File: config.mk
export PLATFORM = sky130hd
export DESIGN_NAME = ysyx_24100005_ifu
export DESIGN_NICKNAME = d
export VERILOG_FILES = /design/src/rtl/ysyx_24100005_ifu.sv
export SDC_FILE = /design/constraint.sdc
export NUM_CORES = 1
export LEC_CHECK = 0
export BUFFER_PORTS_ARGS = -buffer_cell sky130_fd_sc_hd__buf_2
export CORE_UTILIZATION = 36
export CTS_CLUSTER_DIAMETER = 50
export DETAILED_ROUTE_END_ITERATION = 8
export MAX_ROUTING_LAYER = met4
export SETUP_SLACK_MARGIN = 0.5
export SLEW_MARGIN = 20
export SYNTH_ARGS = -nofsm -noshare
export SYNTH_HDL_FRONTEND = slang
export SYNTH_SLANG_ARGS = --single-unit
File: constraint.sdc
create_clock -name clk -period 2.3 [get_ports clk]
set_clock_uncertainty 0.2 [all_clocks]
set_input_delay 0.115 -clock clk [delete_from_list [all_inputs] [get_ports clk]]
set_output_delay 0.115 -clock clk [all_outputs]
set_load 0.01 [all_outputs]
File: src/rtl/ysyx_24100005_ifu.sv
// Instruction fetch unit: owns the fetch PC, issues one memory request at a time,
// and hands each instruction with its PC to the core over a valid/ready handshake.
module ysyx_24100005_ifu #(
  parameter logic [31:0] RESET_PC = 32'h8000_0000,
  parameter logic [31:0] ERR_INST = 32'h0010_0073
) (
  input  logic        clk,
  input  logic        rst,
  output logic        mem_req_valid,
  input  logic        mem_req_ready,
  output logic [31:0] mem_req_addr,
  input  logic        mem_resp_valid,
  input  logic [31:0] mem_resp_data,
  input  logic        mem_resp_err,
  output logic        out_valid,
  input  logic        out_ready,
  output logic [31:0] out_inst,
  output logic [31:0] out_pc,
  input  logic        redirect_valid,
  input  logic [31:0] redirect_pc,
  output logic        fetch_err
);

  typedef enum logic [1:0] {
    IDLE = 2'd0,
    REQ  = 2'd1,
    WAIT = 2'd2,
    HOLD = 2'd3
  } state_t;

  state_t      state_r, state_s;
  logic [31:0] pc_r, pc_s;
  logic        stale_r, stale_s;
  logic [31:0] inst_q_r, inst_q_s;
  logic [31:0] pc_q_r, pc_q_s;
  logic        fetch_err_r, fetch_err_s;
  logic [31:0] redir_pc_s;
  logic        redir_misalign_s;

  assign redir_pc_s       = {redirect_pc[31:2], 2'b00};
  assign redir_misalign_s = (redirect_pc[1:0] != 2'b00);

  // State and datapath registers; reset is asynchronous, active-low
  always_ff @(posedge clk or negedge rst) begin
    if (!rst) begin
      state_r     <= IDLE;
      pc_r        <= RESET_PC;
      stale_r     <= 1'b0;
      inst_q_r    <= 32'h0000_0000;
      pc_q_r      <= 32'h0000_0000;
      fetch_err_r <= 1'b0;
    end else begin
      state_r     <= state_s;
      pc_r        <= pc_s;
      stale_r     <= stale_s;
      inst_q_r    <= inst_q_s;
      pc_q_r      <= pc_q_s;
      fetch_err_r <= fetch_err_s;
    end
  end

  // Next-state logic; a redirect outranks every other event outside IDLE
  always_comb begin
    state_s     = state_r;
    pc_s        = pc_r;
    stale_s     = stale_r;
    inst_q_s    = inst_q_r;
    pc_q_s      = pc_q_r;
    fetch_err_s = fetch_err_r;
    case (state_r)
      IDLE: begin
        state_s = REQ;
      end
      REQ: begin
        if (redirect_valid) begin
          pc_s        = redir_pc_s;
          fetch_err_s = fetch_err_r | redir_misalign_s;
          // The old address was accepted this cycle; its response must be discarded
          if (mem_req_ready) begin
            stale_s = 1'b1;
            state_s = WAIT;
          end else begin
            state_s = REQ;
          end
        end else if (mem_req_ready) begin
          state_s = WAIT;
        end else begin
          state_s = REQ;
        end
      end
      WAIT: begin
        if (redirect_valid) begin
          pc_s        = redir_pc_s;
          fetch_err_s = fetch_err_r | redir_misalign_s;
          if (mem_resp_valid) begin
            stale_s = 1'b0;
            state_s = REQ;
          end else begin
            stale_s = 1'b1;
            state_s = WAIT;
          end
        end else if (mem_resp_valid) begin
          if (stale_r) begin
            stale_s = 1'b0;
            state_s = REQ;
          end else begin
            inst_q_s    = mem_resp_err ? ERR_INST : mem_resp_data;
            pc_q_s      = pc_r;
            fetch_err_s = fetch_err_r | mem_resp_err;
            state_s     = HOLD;
          end
        end else begin
          state_s = WAIT;
        end
      end
      HOLD: begin
        if (redirect_valid) begin
          pc_s        = redir_pc_s;
          fetch_err_s = fetch_err_r | redir_misalign_s;
          state_s     = REQ;
        end else if (out_ready) begin
          pc_s    = pc_r + 32'd4;
          state_s = REQ;
        end else begin
          state_s = HOLD;
        end
      end
      default: begin
        state_s = IDLE;
      end
    endcase
  end

  assign mem_req_valid = (state_r == REQ);
  assign mem_req_addr  = pc_r;
  assign out_valid     = (state_r == HOLD);
  assign out_inst      = inst_q_r;
  assign out_pc        = pc_q_r;
  assign fetch_err     = fetch_err_r;

endmodule

==> results of run 1 <==
## sequential cells by signal (all words and copies together), names as in the netlist
signal	flops
out_pc	30
state_r	2
stale_r	1
mem_req_addr	30
fetch_err	1
out_inst	32
## path summary, 6_finish.rpt
check	endpoint	slack (ns)	from	cells after the start
min in group asynchronous	out_inst[20]	0.07	rst	2
setup reg to reg	mem_req_addr[29]	0.1	mem_req_addr[11]	6
hold reg to reg	out_inst[21]	0.27	out_inst[21]	2
setup / recovery	mem_req_addr[29]	0.1	mem_req_addr[11]	6
max in group asynchronous	out_inst[17]	1.13	rst	3
hold / removal	mem_req_addr[23]	0.03	redirect_pc[23]	4
## layer usage
metal  routed length (um)  share of wire [%]
met1                 8274                 41
met4                  527                2.6
met2                 9709                 49
met3                 1503                7.5
met5                    0                  0
## cells by family (layout without fill, tap and decap cells)
logic type / Yosys count / count (layout)
AOI/OAI and AO/OA: 94 / 94
adders and majority gates: 5 / 5
buffers and inverters: 48 / 347
DFF: 96 / 96
other: 1 / 4
and+or+nand+nor: 307 / 318
muxes: 1 / 1
## worst max-delay path: cells and delay by family (launching register included)
kind | cells | cell delay, ns
simple gates | 4 | 1.14
flops | 1 | 0.43
compound gates | 1 | 0.19
buf+inv | 1 | 0.15
## per-stage QoR
step | std cells | utilization (%)
6_report | 1037 | 66.78
5_1_grt | 1037 | 66.78
4_1_cts | 1002 | 61.02
3_5_place_dp | 869 | 46.80
3_3_place_gp | 869 | 46.80
2_1_floorplan | 555 | -
## repair_timing
action                                 4_1_cts  5_1_grt
setup buffers                               40       27
cloned                                      15        8
hold buffers                                62        0
pin swaps                                   51       47
setup endpoints to repair                   92       93
endpoints found under the hold margin      132        0
gates resized for setup                     82       96
## cell type report
| type | instances | share of cell area [%] |
|---|---|---|
| clock buffer | 9 | 2.651 |
| clock inverter | 7 | 1.296 |
| inverter | 9 | 0.4271 |
| multi-input combinational | 422 | 34.20 |
| sequential | 96 | 28.60 |
| tap | 172 | 2.533 |
| timing repair buffer | 322 | 30.29 |
## where the power goes
group / internal [mW] / total (mW) / switching [mW] / leakage (nW)
Clock: 1.06 / 1.72 / 0.669 / 0.169
Sequential: 2.31 / 3.01 / 0.694 / 1.21
Combinational: 2.78 / 5.54 / 2.77 / 2.78
Total: 6.14 / 10.3 / 4.13 / 4.16
## placed cells by master (no fill, tap or decap), types with 13 or more instances in the layout
cell type / instances
buf_4: 57
dlygate4sd3_1: 62
nand3_1: 15
clkbuf_16: 13
nand2_1: 144
buf_2: 164
nor2_1: 23
dfrtp_2: 21
nand2_2: 21
dfrtp_1: 74
buf_6: 15
nand3b_1: 27
==> run_results.csv, run 1 <==
group,metric,value,unit
sta,slew_violations,0,
sta,setup_tns,0,ns
synth,synth.area.mux_share,0.2107,%
final_layout,fillCellCount,965,
die,io_pins,170,
synth,seq_area_frac_synth,50.59,%
synth,yosysUniqueCellTypes,59,
synth,synth.most_common_cell,"nand2_1",
synth,syn_area_per_cell,8.607,um^2
sta,max_freq,453.8,MHz
synth,synth_top_cell_by_area,"dfrtp_1",
die,core_area,12720,um^2
global_routing,gr-usage-met3,5.149,%
die,start_util,37.34,%
cts,cts.clk_slew.worst_paths,0.07,ns
final_layout,drive_above_1_share,48.09,%
route,ant_nets,0,
placed_design,io_buffers,165,
sta,finalHoldViolCount,0,
final_layout,final_cell_area,8496,um^2
critical_path,slowest_delay,0.59,ns
final_layout,regArea,2430,um^2
route,totalWireLength,20010,um
critical_path,crit_slowest_cell,"or4_4",
synth,synth-edff-count,0,
cts,cts-root-buf,"clkbuf_16",
die,die_w,116.9,um
synth,ys.flop_type,"dfrtp_1",
power,leakage,4.156,nW
synth,syn-cell-area,4751,um^2
synth,synthAdderAreaFrac,1.317,%
worst_hold_path,worst_hold_path_type,"input port to flop",
global_routing,grt_max_degree,40,
synth,syn_inst,552,
sta,hold_slack,0.02681,ns
synth,synth_top_family_by_area,"simple AND/OR/NAND/NOR gates",
route,vias,5608,
critical_path,crit_arrival,2.26,ns
synth,synth_warnings,0,
die,num_rows,41,
global_routing,grt_util_met1,33.98,%
power,total_power,10.27,mW
cts,clk_path_buf_depth,2,
synth,synth_area_leaders,"dfrtp_1 50%, nand2_1 13%, nand3b_1 4.3%",
synth,synthSimpleGateAreaFrac,30.95,%
sta,tightest_slew,0.6584,ns
global_routing,antenna_found_initial,0,
sta,setup_violations,0,
global_routing,grt_use_total,27.60,%
synth,synth_commonest_cells,"169 x nand2_1, 95 x dfrtp_1, 32 x nor2_1",
placed_design,pre_cts_ws,0.1420,ns
synth,synth-seq-cells,96,
global_routing,grt_overflow,0,
cts,clkSinkCount,96,
cts,htreeDepth,3,
cts,cts_tree,"done",
route,via_per_inst,5.408,
global_routing,grt-busiest-layer,"met2",
critical_path,path_cells,"nand3_4 > buf_4 > or4_4 > nor4_2 > nor3_1 > a211oi_1",
placed_design,dp_hpwl,9609,um
outcome,status,"completed",
cts,cts_buffers,9,
sta,slew_headroom,56.11,%
synth,synth_top_area_share,50.04,%
global_routing,grt_pass1_vias,5096,
flow_run,drv_cap,0,
sta,fin_crit_sh,95.81,%
critical_path,crit_fanout,5,
synth,synthXorXnorAreaFrac,0,%
route,first_pass_iters,5,
critical_path,worstPathRequired,2.36,ns
cts,insertion_delay,0.35,ns
final_layout,area_growth,78.83,%
power,powerDensity,1209,nW/um^2
power,ir_drop,0.5866,mV
die,floorplan.die.height,116.9,um
die,die-area,13660,um^2
placed_design,dpl_cell_area,5954,um^2
placed_design,place_congestion,0.8677,
sta,rsz0062_at_grt,"true",
final_layout,multi_input_area,2905,um^2
critical_path,start_kind,"flop",
global_routing,grt_pass1_wl,27140,um
final_layout,diodes,0,
synth,synth_compound_area_share,12.56,%
route,drc_errors,0,
final_layout,layout.nets,936,
global_routing,grt_use_met2,44.62,%
sta,setup_ws,0.09630,ns
critical_path,endpoint_kind,"flop",
synth,ys_async_sr_fraction,100.0,%
route,wl_per_cell,19.30,um
route,drt_iter0_markers,663,
critical_path,path_class,"flop to flop",
sta,period_minus_slack,2.204,ns
(Power assumes the default switching activity.)
==> run 2: changes to the inputs <==
- ABC_AREA: unset -> 1
==> run_results.csv, run 2 <==
group,metric,value,unit
outcome,status,"complete, but fails checks",
outcome,violations,"hold timing",
critical_path,worstPathRequired,2.34,ns
cts,cts_tree,"done",
critical_path,path_class,"flop to flop",
critical_path,endpoint_kind,"flop",
route,first_pass_iters,5,
final_layout,diodes,0,
critical_path,crit_fanout,7,
route,wl_per_cell,16.39,um
synth,synth_commonest_cells,"256 x nand2_1, 95 x dfrtp_1, 90 x nor2_1",
global_routing,grt_pass1_vias,5240,
synth,syn-cell-area,4969,um^2
critical_path,cp_top_family,"buffers and inverters",
die,floorplan.die.height,119.5,um
final_layout,final_util,59.72,%
cts,insertion_delay,0.36,ns
final_layout,layout_commonest_cell,"nand2_1",
synth,syn_area_per_cell,7.264,um^2
critical_path,worst_setup_path_startpoint,"state_r[0]",
critical_path,crit_arrival,1.94,ns
critical_path,crit_slowest_cell,"dfrtp_2",
synth,ys_async_sr_fraction,100.0,%
route,drc_errors,0,
worst_hold_path,worstHoldStart,"redirect_pc[1]",
power,total_power,9.423,mW
synth,ys.flop_type,"dfrtp_1",
power,powerDensity,1182,nW/um^2
cts,cts-root-buf,"clkbuf_16",
sta,hold_slack,-0.04336,ns
global_routing,grt_overflow,0,
final_layout,instances_no_fill,1138,
sta,finalHoldViolCount,1,
final_layout,largest_reg_flops,32,
synth,seq_area_frac_synth,48.38,%
placed_design,place_congestion,0.8589,
global_routing,antenna_found_initial,0,
placed_design,dpl_cell_area,6023,um^2
cts,cts_buffers,9,
critical_path,path_cells,"inv_2 > buf_6 > ha_4 > nand2_4 > nor3_4 > clkinv_4 > clkbuf_16 > nand2_2 > o21ai_1",
final_layout,final_cell_area,7971,um^2
critical_path,timing.rr.start,"state_r[0]",
synth,synth-edff-count,0,
power,ir_drop,0.6739,mV
route,totalWireLength,18650,um
die,io_pins,170,
sta,max_freq,525.5,MHz
placed_design,io_buffers,165,
synth,synth_area_leaders,"dfrtp_1 48%, nand2_1 19%, nor2_1 6.8%",
sta,fin_crit_sh,82.74,%
cts,cts.clk_slew.worst_paths,0.07,ns
final_layout,drive_above_1_share,32.64,%
synth,yosysUniqueCellTypes,34,
synth,synth_warnings,0,
power,leakage,4.075,nW
critical_path,start_kind,"flop",
critical_path,slowest_delay,0.41,ns
die,num_rows,42,
critical_path,crit_buf_inv,4,
synth,synth_top_cell_by_area,"dfrtp_1",
flow_run,drv_cap,0,
placed_design,dp.cells,1012,
route,ant_nets,0,
route,vias,5661,
sta,setup_tns,0,ns
global_routing,gr-usage-met3,5.316,%
final_layout,area_growth,60.44,%
route,via_per_inst,4.975,
placed_design,pre_cts_ws,0.3559,ns
synth,synth_top_area_share,47.85,%
final_layout,final_cell_mix,"236 x nand2_1, 164 x buf_2, 90 x dfrtp_1, 70 x dlygate4sd3_1, 66 x nor2_1",
global_routing,grt_util_met1,30.54,%
cts,clkSinkCount,96,
die,die-area,14280,um^2
final_layout,layout.nets,1033,
synth,syn_inst,684,
synth,synth-seq-cells,96,
synth,synth.most_common_cell,"nand2_1",
global_routing,grt_max_degree,40,
die,start_util,37.22,%
global_routing,grt_pass1_wl,26680,um
worst_hold_path,worst_hold_path_type,"input port to flop",
global_routing,grt_use_total,24.70,%
route,drt_iter0_markers,375,
sta,slew_violations,0,
die,die_w,119.5,um
cts,htreeDepth,3,
sta,period_minus_slack,1.903,ns
die,core_area,13350,um^2
cts,clk_path_buf_depth,2,
sta,setup_ws,0.3969,ns
global_routing,grt_use_met2,39.49,%
global_routing,grt-busiest-layer,"met2",
sta,rsz0062_at_grt,"true",
sta,setup_violations,0,
placed_design,dp_hpwl,10830,um
==> run 2: changes by cell type after synthesis, moves of 6 or more <==
cell,change
a21oi_1,-11
and3_1,-6
buf_1,-6
buf_2,+9
clkbuf_1,-15
inv_1,+41
nand2_1,+87
nand3_1,+44
nand3b_1,-27
nor2_1,+58
nor3_1,-17
nor4_1,-6
o21ai_1,+21
==> run 2: where the power goes <==
part	leakage, nW	switching, mW	internal [mW]	total, mW
Combinational	2.70	2.81	2.09	4.90
Clock	0.139	0.677	0.849	1.53
Sequential	1.24	0.664	2.33	3.00
==> run 2: worst paths after layout <==
check	endpoint	slack [ns]	cells after the start
min in group asynchronous	out_inst[10]	0	2
worst min-delay path	fetch_err	-0.04	4
worst max register to register	out_pc[21]	0.40	9
worst max-delay path	out_pc[21]	0.40	9
worst min register to register	out_inst[1]	0.26	2
max in group asynchronous	mem_req_addr[16]	1.31	3
==> run 2: cell families after synthesis <==
group / after synthesis / share of synthesized area, %
AOI/OAI and AO/OA: 76 / 8.109
xor gates and xnor gates: 3 / 0.5289
adders and majority gates: 5 / 1.259
buffers and inverters: 83 / 7.253
DFF: 96 / 48.38
other: 1 / 0.07548
and+or+nand+nor: 420 / 34.40
==> run 2: routing by layer <==
layer | up-vias | wire, um
li1 | 2715 | -
met1 | 2662 | 8092
met2 | 242 | 8920
met3 | 42 | 1145
met4 | 0 | 490
met5 | - | 0
==> run 2: cell type report <==
class	instances	area [um^2]
Fill cell	1173	5376
Tap cell	176	220.2
Timing Repair inverter	4	47.55
Multi-Input combinational cell	508	2559
Inverter	54	230.2
Sequential cell	96	2410
Clock buffer	10	229.0
Timing Repair Buffer	284	2208
Clock inverter	6	67.56
==> run 2: what timing repair did <==
item / 4_1_cts / 5_1_grt
setup endpoints to repair: 92 / 111
cloned: 4 / 12
pin swaps: 18 / 14
hold buffers: 72 / 0
buffers inserted: 16 / 8
gates resized for setup: 49 / 88
endpoints found under the hold margin: 162 / 0
==> run 2: worst register-to-register path, stage by stage, from the launching register on <==
cell and delay [ns]:
dfrtp_2 0.41, inv_2 0.07, buf_6 0.09, ha_4 0.16
nand2_4 0.06, nor3_4 0.23, clkinv_4 0.20, clkbuf_16 0.23
nand2_2 0.06, o21ai_1 0.06
